<file path="src/rtl/snn_pkg.sv">
// Shared definitions for the SNN image-load path.
//   IMG_BITS / IMG_BYTES : pixel bits and bytes in one frame
//   ADDR_W               : input-RAM address width
//   state_t              : image_load_ctrl FSM state encoding
package snn_pkg;

  localparam int IMG_BITS  = 784;
  localparam int IMG_BYTES = 98;
  localparam int ADDR_W    = 10;

  typedef enum logic [2:0] {
    LOAD_WAIT = 3'd0,
    LOAD_BITS = 3'd1,
    RUN       = 3'd2,
    TX        = 3'd3,
    TX_WAIT   = 3'd4
  } state_t;

endpackage

</file>
<file path="src/rtl/image_load_ctrl_bit_unpacker.sv">
// bit_unpacker: serialises one received byte into 8 single-bit writes, LSB first.
//   clk, rst_n : clock, asynchronous active-low reset
//   load       : capture load_data and restart the bit count
//   load_data  : byte to serialise
//   shift      : advance one bit (shift right, count +1)
//   bit_out    : current bit (shift register LSB)
//   last       : the bit being presented is the 8th of the byte
module bit_unpacker (
  input  logic       clk,
  input  logic       rst_n,
  input  logic       load,
  input  logic [7:0] load_data,
  input  logic       shift,
  output logic       bit_out,
  output logic       last
);

  logic [7:0] shift_reg;
  logic [2:0] bit_cnt;

  always_ff @(posedge clk or negedge rst_n) begin
    if (!rst_n) begin
      shift_reg <= 8'h00;
      bit_cnt   <= 3'd0;
    end else if (load) begin
      shift_reg <= load_data;
      bit_cnt   <= 3'd0;
    end else if (shift) begin
      shift_reg <= {1'b0, shift_reg[7:1]};
      bit_cnt   <= bit_cnt + 3'd1;
    end
  end

  assign bit_out = shift_reg[0];
  assign last    = (bit_cnt == 3'd7);

endmodule

</file>
<file path="src/rtl/image_load_ctrl.sv">
// image_load_ctrl: receives a frame of packed pixel bytes from the UART, unpacks
// it bit-by-bit into the SNN input RAM, starts the core, and returns the
// classified digit over the UART and on the LEDs.
//   clk, rst_n            : clock, asynchronous active-low reset
//   rx_rdy, rx_data       : received byte strobe and data (pixels LSB first)
//   ram_addr/we/wdata     : input-RAM write port (core_addr passes through when idle)
//   core_addr             : RAM address requested by the SNN core
//   core_start, core_done : core handshake; core_digit valid with core_done
//   tx_start, tx_data, tx_rdy : UART transmit request / byte / idle
//   led                   : last classification result
//   busy                  : high whenever not waiting for a byte
//   frame_err             : sticky error (discarded byte or partial-frame timeout)
module image_load_ctrl #(
  parameter int IMG_BYTES = 98,
  parameter int TIMEOUT   = 5_000_000
) (
  input  logic       clk,
  input  logic       rst_n,
  input  logic       rx_rdy,
  input  logic [7:0] rx_data,
  output logic [9:0] ram_addr,
  output logic       ram_we,
  output logic       ram_wdata,
  input  logic [9:0] core_addr,
  output logic       core_start,
  input  logic       core_done,
  input  logic [3:0] core_digit,
  output logic       tx_start,
  output logic [7:0] tx_data,
  input  logic       tx_rdy,
  output logic [7:0] led,
  output logic       busy,
  output logic       frame_err
);

  import snn_pkg::*;

  localparam int                IDLE_W    = $clog2(TIMEOUT + 1);
  localparam logic [IDLE_W-1:0] IDLE_LAST = IDLE_W'(TIMEOUT - 1);
  localparam logic [ADDR_W-1:0] LAST_ADDR = ADDR_W'(IMG_BYTES * 8 - 1);

  state_t             state;
  logic [ADDR_W-1:0]  wr_ptr;
  logic [IDLE_W-1:0]  idle_cnt;
  logic               tx_first;

  logic               unp_load;
  logic               unp_shift;
  logic               unp_bit;
  logic               unp_last;
  logic               frame_done;
  logic               idle_active;
  logic               timeout_hit;
  logic               err_set;
  logic               err_clr;

  assign unp_load    = (state == LOAD_WAIT) && rx_rdy;
  assign unp_shift   = (state == LOAD_BITS);
  assign frame_done  = unp_shift && unp_last && (wr_ptr == LAST_ADDR);

  // Idle timing only matters once a frame is partially loaded.
  assign idle_active = (state == LOAD_WAIT) && (wr_ptr != '0);
  assign timeout_hit = idle_active && !rx_rdy && (idle_cnt == IDLE_LAST);

  assign err_set     = timeout_hit || (rx_rdy && (state != LOAD_WAIT));
  assign err_clr     = rx_rdy && (state == LOAD_WAIT) && (wr_ptr == '0);

  bit_unpacker u_unpacker (
    .clk       (clk),
    .rst_n     (rst_n),
    .load      (unp_load),
    .load_data (rx_data),
    .shift     (unp_shift),
    .bit_out   (unp_bit),
    .last      (unp_last)
  );

  always_ff @(posedge clk or negedge rst_n) begin
    if (!rst_n) begin
      state      <= LOAD_WAIT;
      core_start <= 1'b0;
      led        <= 8'h00;
      tx_data    <= 8'h00;
    end else begin
      core_start <= 1'b0;
      case (state)
        LOAD_WAIT: if (rx_rdy) state <= LOAD_BITS;
        LOAD_BITS: begin
          if (unp_last) begin
            if (frame_done) begin
              state      <= RUN;
              core_start <= 1'b1;
            end else begin
              state <= LOAD_WAIT;
            end
          end
        end
        RUN: begin
          if (core_done) begin
            state   <= TX;
            led     <= {4'h0, core_digit};
            tx_data <= {4'h0, core_digit};
          end
        end
        TX:      state <= TX_WAIT;
        // tx_rdy may still read high in the cycle right after the request.
        TX_WAIT: if (!tx_first && tx_rdy) state <= LOAD_WAIT;
        default: state <= LOAD_WAIT;
      endcase
    end
  end

  always_ff @(posedge clk or negedge rst_n) begin
    if (!rst_n) tx_first <= 1'b0;
    else        tx_first <= (state == TX);
  end

  always_ff @(posedge clk or negedge rst_n) begin
    if (!rst_n) begin
      wr_ptr <= '0;
    end else if (unp_shift) begin
      wr_ptr <= frame_done ? '0 : wr_ptr + 1'b1;
    end else if (timeout_hit) begin
      wr_ptr <= '0;
    end
  end

  always_ff @(posedge clk or negedge rst_n) begin
    if (!rst_n) begin
      idle_cnt <= '0;
    end else if (!idle_active || rx_rdy || timeout_hit) begin
      idle_cnt <= '0;
    end else begin
      idle_cnt <= idle_cnt + 1'b1;
    end
  end

  always_ff @(posedge clk or negedge rst_n) begin
    if (!rst_n)       frame_err <= 1'b0;
    else if (err_set) frame_err <= 1'b1;
    else if (err_clr) frame_err <= 1'b0;
  end

  assign ram_we    = unp_shift;
  assign ram_addr  = unp_shift ? wr_ptr : core_addr;
  assign ram_wdata = unp_shift & unp_bit;
  assign tx_start  = (state == TX);
  assign busy      = (state != LOAD_WAIT);

endmodule

</file>
<file path="config.mk">
export PLATFORM = sky130hd
export DESIGN_NAME = image_load_ctrl
export DESIGN_NICKNAME = d
export VERILOG_FILES = /design/src/rtl/snn_pkg.sv /design/src/rtl/image_load_ctrl_bit_unpacker.sv /design/src/rtl/image_load_ctrl.sv
export SDC_FILE = /design/constraint.sdc
export NUM_CORES = 1
export LEC_CHECK = 0
export BUFFER_PORTS_ARGS = -buffer_cell sky130_fd_sc_hd__buf_2
export CORE_UTILIZATION = 55
export DETAILED_ROUTE_END_ITERATION = 6
export PLACE_DENSITY = 0.9
export SLEW_MARGIN = 40
export SYNTH_ARGS = -nofsm -noshare
export SYNTH_HDL_FRONTEND = slang
export SYNTH_SLANG_ARGS = --single-unit
</file>
<file path="constraint.sdc">
create_clock -name clk -period 2.5 [get_ports clk]
set_input_delay 0.5 -clock clk [delete_from_list [all_inputs] [get_ports clk]]
set_output_delay 0.5 -clock clk [all_outputs]
set_load 0.1 [all_outputs]
</file>
Word-level counts from Yosys, hierarchy flattened. Cells that the tools add are included.

Register bits after elaboration: 54. Input bits: 27. Output and inout port bits: 32. Logic and storage cells: 68.

Add/sub/neg operators: 3. Equal/unequal tests: 11. Mux-type cells: 20. Bitwise logic cells: 1. Reduce and logical (&&, ||, !) cells: 24.

Operators with widths (count): 10-bit two-way mux (4); 23-bit by 1-bit adder with 23-bit output, second input constant (1); 23-bit equality test, second input constant (1); 23-bit two-way mux (1); 3-bit two-way mux (6); 8-bit two-way mux (2); 3-bit case mux with 5 select lines (1); 10-bit by 1-bit adder with 10-bit output, second input constant (1); 10-bit equality test, second input constant (1); 10-bit logical NOT (1); 10-bit nonzero test (1); 1-bit logical AND (9); 3-bit by 2-bit equality test with 1-bit output, second input constant (2); 3-bit equality test, second input constant (2); 2-bit != test, second input constant (3); 2-bit nonzero test (3); 1-bit two-way mux (5); 4-bit AND reduction (1); 3-bit by 1-bit adder with 3-bit output, second input constant (1); 3-bit by 1-bit equality test with 1-bit output, second input constant (1); 1-bit logical NOT (3); 3-bit logical NOT (1); 1-bit logical OR (3); 3-bit nonzero test (1); 4 further kinds (4).

Longest topological paths before layout.
Depth in word-level cells: 6. Mapped depth: 8. Gate-level depth less buffers: 6.

Hierarchy. A second synthesis with hierarchy kept.

Cells, all modules: 321. Area total of the unflattened synthesis: 2947.8 µm².

By module, submodules not included: image_load_ctrl (times used 1, cells an instance 275, area each 2437.3 µm², seq. area each 1076.0 µm²); bit_unpacker (times used 1, cells an instance 46, area each 510.5 µm², seq. area each 275.3 µm²).

Worst setup path before layout. Ideal clock, no wire load.

Path kind: register to output. Start: reg state[1]. End: out ram_addr[0]. Arrival time: 3373 ps. Data required time: 2000 ps. Setup slack: -1373 ps. Cell stages (with the launch flop): 6. Path buffers: 3. Cell sequence: dfrtp_1 clkbuf_1 or3b_1 buf_2 clkbuf_1 o21ai_0.

Longest elaborated chain between the ends: 2.

RTL lines: start: declaration (line image_load_ctrl.sv:42) `state_t state;`; start signal: assignment (line image_load_ctrl.sv:80) `state <= LOAD_WAIT;`; start signal: assignment (line image_load_ctrl.sv:87) `LOAD_WAIT: if (rx_rdy) state <= LOAD_BITS;`; start signal: assignment (line image_load_ctrl.sv:91) `state <= RUN;`; 3-bit by 1-bit equality test with 1-bit output (line image_load_ctrl.sv:58) `assign unp_shift = (state == LOAD_BITS);`; 10-bit two-way mux (line image_load_ctrl.sv:145) `assign ram_addr = unp_shift ? wr_ptr : core_addr;`; end: declaration (line image_load_ctrl.sv:21) `output logic [9:0] ram_addr,`.

No other way between the ends.

Final worst setup path.
Start: reg state[1]. End: out ram_wdata.

Longest elaborated chain between the ends: 2.

RTL lines: 3-bit by 1-bit equality test with 1-bit output (line image_load_ctrl.sv:58); 1-bit AND (line image_load_ctrl.sv:146) `assign ram_wdata = unp_shift & unp_bit;`; end: declaration (line image_load_ctrl.sv:23) `output logic ram_wdata,`.

No other way between the ends.

==> results.py <==
metrics = {
    "cells_and_area": {
        "nets": 415,
        "syn_to_final_growth_pct": 19.3,
        "n_fill_cell": 410,
        "regArea_um2": 1350,
        "drive_gt1_frac": 0.250,
        "antennaDiodeCount": 0,
        "final_cells": 456,
        "multi_input_area_um2": 1680,
        "utilization": 0.680,
        "largest_reg_flops": 23,
        "layout_common_cells": "dfrtp_1 (52), nand2_1 (50), buf_2 (39)",
        "layout_commonest_cell": "dfrtp_1",
    },
    "placed_design": {
        "port-buffer-count": 50,
        "dp_hpwl_mm": 4.96,
        "gp_congestion": 0.874,
        "dp.cells": 448,
    },
    "timing": {
        "hold_violations": 0,
        "worst_pin_slew_ps": 544,
        "fin_crit_ps": 2400,
        "slew_viol_final": 0,
        "rsz0062_at_grt": "no",
        "setup-violations-final": 0,
        "fmax_mhz": 417,
        "relSlewSlack": 0.634,
        "finalCritPeriodShare": 0.958,
        "holdWs_ps": 39.3,
        "clock_skew_ps": 3.50,
    },
    "logic_synthesis": {
        "synth_seq_area_share": 0.431,
        "synth_cell_type_count": 49,
        "synthFlopType": "dfrtp_1",
        "synth_area_um2": 3140,
        "yosys.area.top_type": "dfrtp_1",
        "syn_avg_cell_area_um2": 9.20,
        "synth_edf_count": 0,
        "ys_warn_count": 0,
        "postSynthCellCount": 341,
        "yosysTopAreaCellShare": 0.431,
        "synthArstFlopShare": 1.00,
        "synth_seq_cells": 54,
        "yosys-top-cells-area": "dfrtp_1 (43%), nand2_1 (6.9%), nand3_1 (3.7%)",
    },
    "worst_setup_path": {
        "cp.arrival_ps": 1900,
        "critPathLaunchType": "register",
        "required_ps": 2000,
        "critPathMaxFanout": 10,
        "max_stage_delay_ps": 480,
        "crit_type": "reg -> out",
        "crit_slowest_cell": "dfrtp_2",
        "path_cells": "or3b_1 > inv_1 > and2_2 > buf_2",
        "endpoint_kind": "output pin",
    },
    "grt": {
        "antenna_found_initial": 0,
        "grt_first_pass_wirelength_mm": 11.7,
        "track_usage": 0.243,
        "grt_max_degree": 36,
        "grt_pass1_vias": 2632,
        "gr-total-overflow": 0,
    },
    "pwr": {
        "total_power_w": 0.00428,
        "p_per_area_nw_per_um2": 1140,
        "seqPwrFrac": 0.288,
        "clkPwrFrac": 0.136,
        "p_comb_frac": 0.576,
        "vdd_drop_max_mv": 0.862,
        "p_int_w": 0.00214,
        "p_switching_w": 0.00214,
        "switching_share": 0.500,
        "power.leakage_nw": 1.60,
    },
    "clock_tree": {
        "htreeDepth": 2,
        "cts_tree": "done",
        "cts_setup_buffers": 0,
        "cts_max_path_buffers": 2,
        "root_buffer": "clkbuf_8",
        "clk_pin_slew_ps": 90,
        "cts.sinks": 54,
        "clk_latency_ps": 310,
        "cts_resized": 0,
        "cts_buffers": 5,
        "cts_hold_buf": 0,
    },
    "route": {
        "wl_per_cell_um": 15.2,
        "vias": 2776,
        "remaining_drc_errors": 0,
        "ant_nets": 0,
        "totalWireLength_mm": 6.93,
        "first_pass_iters": 4,
        "drt_iter0_markers": 282,
        "avgViaCountPerCell": 6.09,
    },
    "worst_hold_path": {
        "hp-class": "in -> async",
    },
    "floorplan": {
        "fp.dieW_um": 77.5,
        "coreArea_um2": 5510,
        "rows": 27,
        "top_level_ports": 59,
        "start_util": 0.570,
        "die_y_um": 77.5,
        "dieArea_um2": 6010,
    },
    "status": {
        "status": "complete, no violations",
    },
    "run": {
        "max-cap-violations": 0,
    },
}
kinds of logic (layout without fill, tap and decap cells):
group | count (synthesis) | in the layout | share of synthesized area
DFF | 54 | 54 | 0.431
xor gates and xnor gates | 12 | 12 | 0.0335
muxes | 12 | 12 | 0.0399
other | 1 | 8 | 0.00120
adders and majority gates | 5 | 5 | 0.0199
buffers and inverters | 37 | 73 | 0.0654
AOI/OAI and AO/OA | 54 | 54 | 0.125
and+or+nand+nor | 166 | 166 | 0.284
metal layers:
layer  GRT usage  vias up  share of wire
li1            -     1303              -
met1       0.302     1359           0.42
met2       0.421      103           0.51
met3      0.0412       11          0.052
met4      0.0906        0          0.014
met5           0        -              0
area by class of cell:
class / instances / area share
Clock buffer: 6 / 0.0194
Clock inverter: 2 / 0.0100
Inverter: 5 / 0.00502
Multi-Input combinational cell: 257 / 0.448
Sequential cell: 54 / 0.362
Tap cell: 72 / 0.0241
Timing Repair Buffer: 60 / 0.132
Yosys cell counts (4+ instances only):
cell,n
xor2_1,7
mux2i_1,8
o211ai_2,5
mux2_2,4
ha_1,5
nand3_1,23
o31ai_1,9
nand2_1,58
buf_2,11
or3_1,9
a211oi_1,10
inv_1,5
nand4_1,9
nor4_1,5
clkbuf_1,7
and3_1,5
xnor2_1,5
or4_1,8
a21oi_1,4
buf_4,12
o21ai_0,15
dfrtp_1,54
nor2_1,8
nor3_1,16
critical path: cells and delay by family, from the launching register on:
kind	cells	cell delay, ps
AND/OR/NAND/NOR	2	560
buffers and inverters	2	540
flip-flops	1	480
power by group through the flow:
stage | combinational (W) | clock (W) | sequential [W]
after detailed placement | 0.00246 | 0 | 0.00124
after CTS | 0.00247 | 0.000594 | 0.00122
after global routing | 0.00259 | 0.000633 | 0.00125
after global placement | 0.00239 | 0 | 0.00123
after floorplan | 0.00183 | 0 | 0.00115
final | 0.00246 | 0.000584 | 0.00123
path summary, 6_finish.rpt:
check	startpoint	to	slack, ps	depth (start not counted)
worst min register to register	tx_data[3]$_DFFE_PN0P_	tx_data[3]$_DFFE_PN0P_	530	1
min in group clk	rx_data[6]	u_unpacker.shift_reg[6]$_DFFE_PN0P_	390	3
worst max register to register	idle_cnt[0]$_DFF_PN0_	idle_cnt[22]$_DFF_PN0_	340	5
worst min-delay path	rst_n	idle_cnt[1]$_DFF_PN0_	40	1
worst max-delay path	state[1]$_DFFE_PN0P_	ram_wdata	100	4
max in group asynchronous	rst_n	state[1]$_DFFE_PN0P_	1840	2
metrics by stage:
| stage | cell area [µm²] | setup TNS, ps | setup slack (ps) |
|---|---|---|---|
| 2_1_floorplan | 3240 | -208 | -104 |
| 3_3_place_gp | 3630 | 0 | 428 |
| 3_5_place_dp | 3630 | 0 | 332 |
| 4_1_cts | 3740 | 0 | 48.3 |
| 5_1_grt | 3740 | 0 | 10.9 |
| 6_report | 3740 | 0 | 104 |
Note: power is estimated with default switching activity, not from simulation.
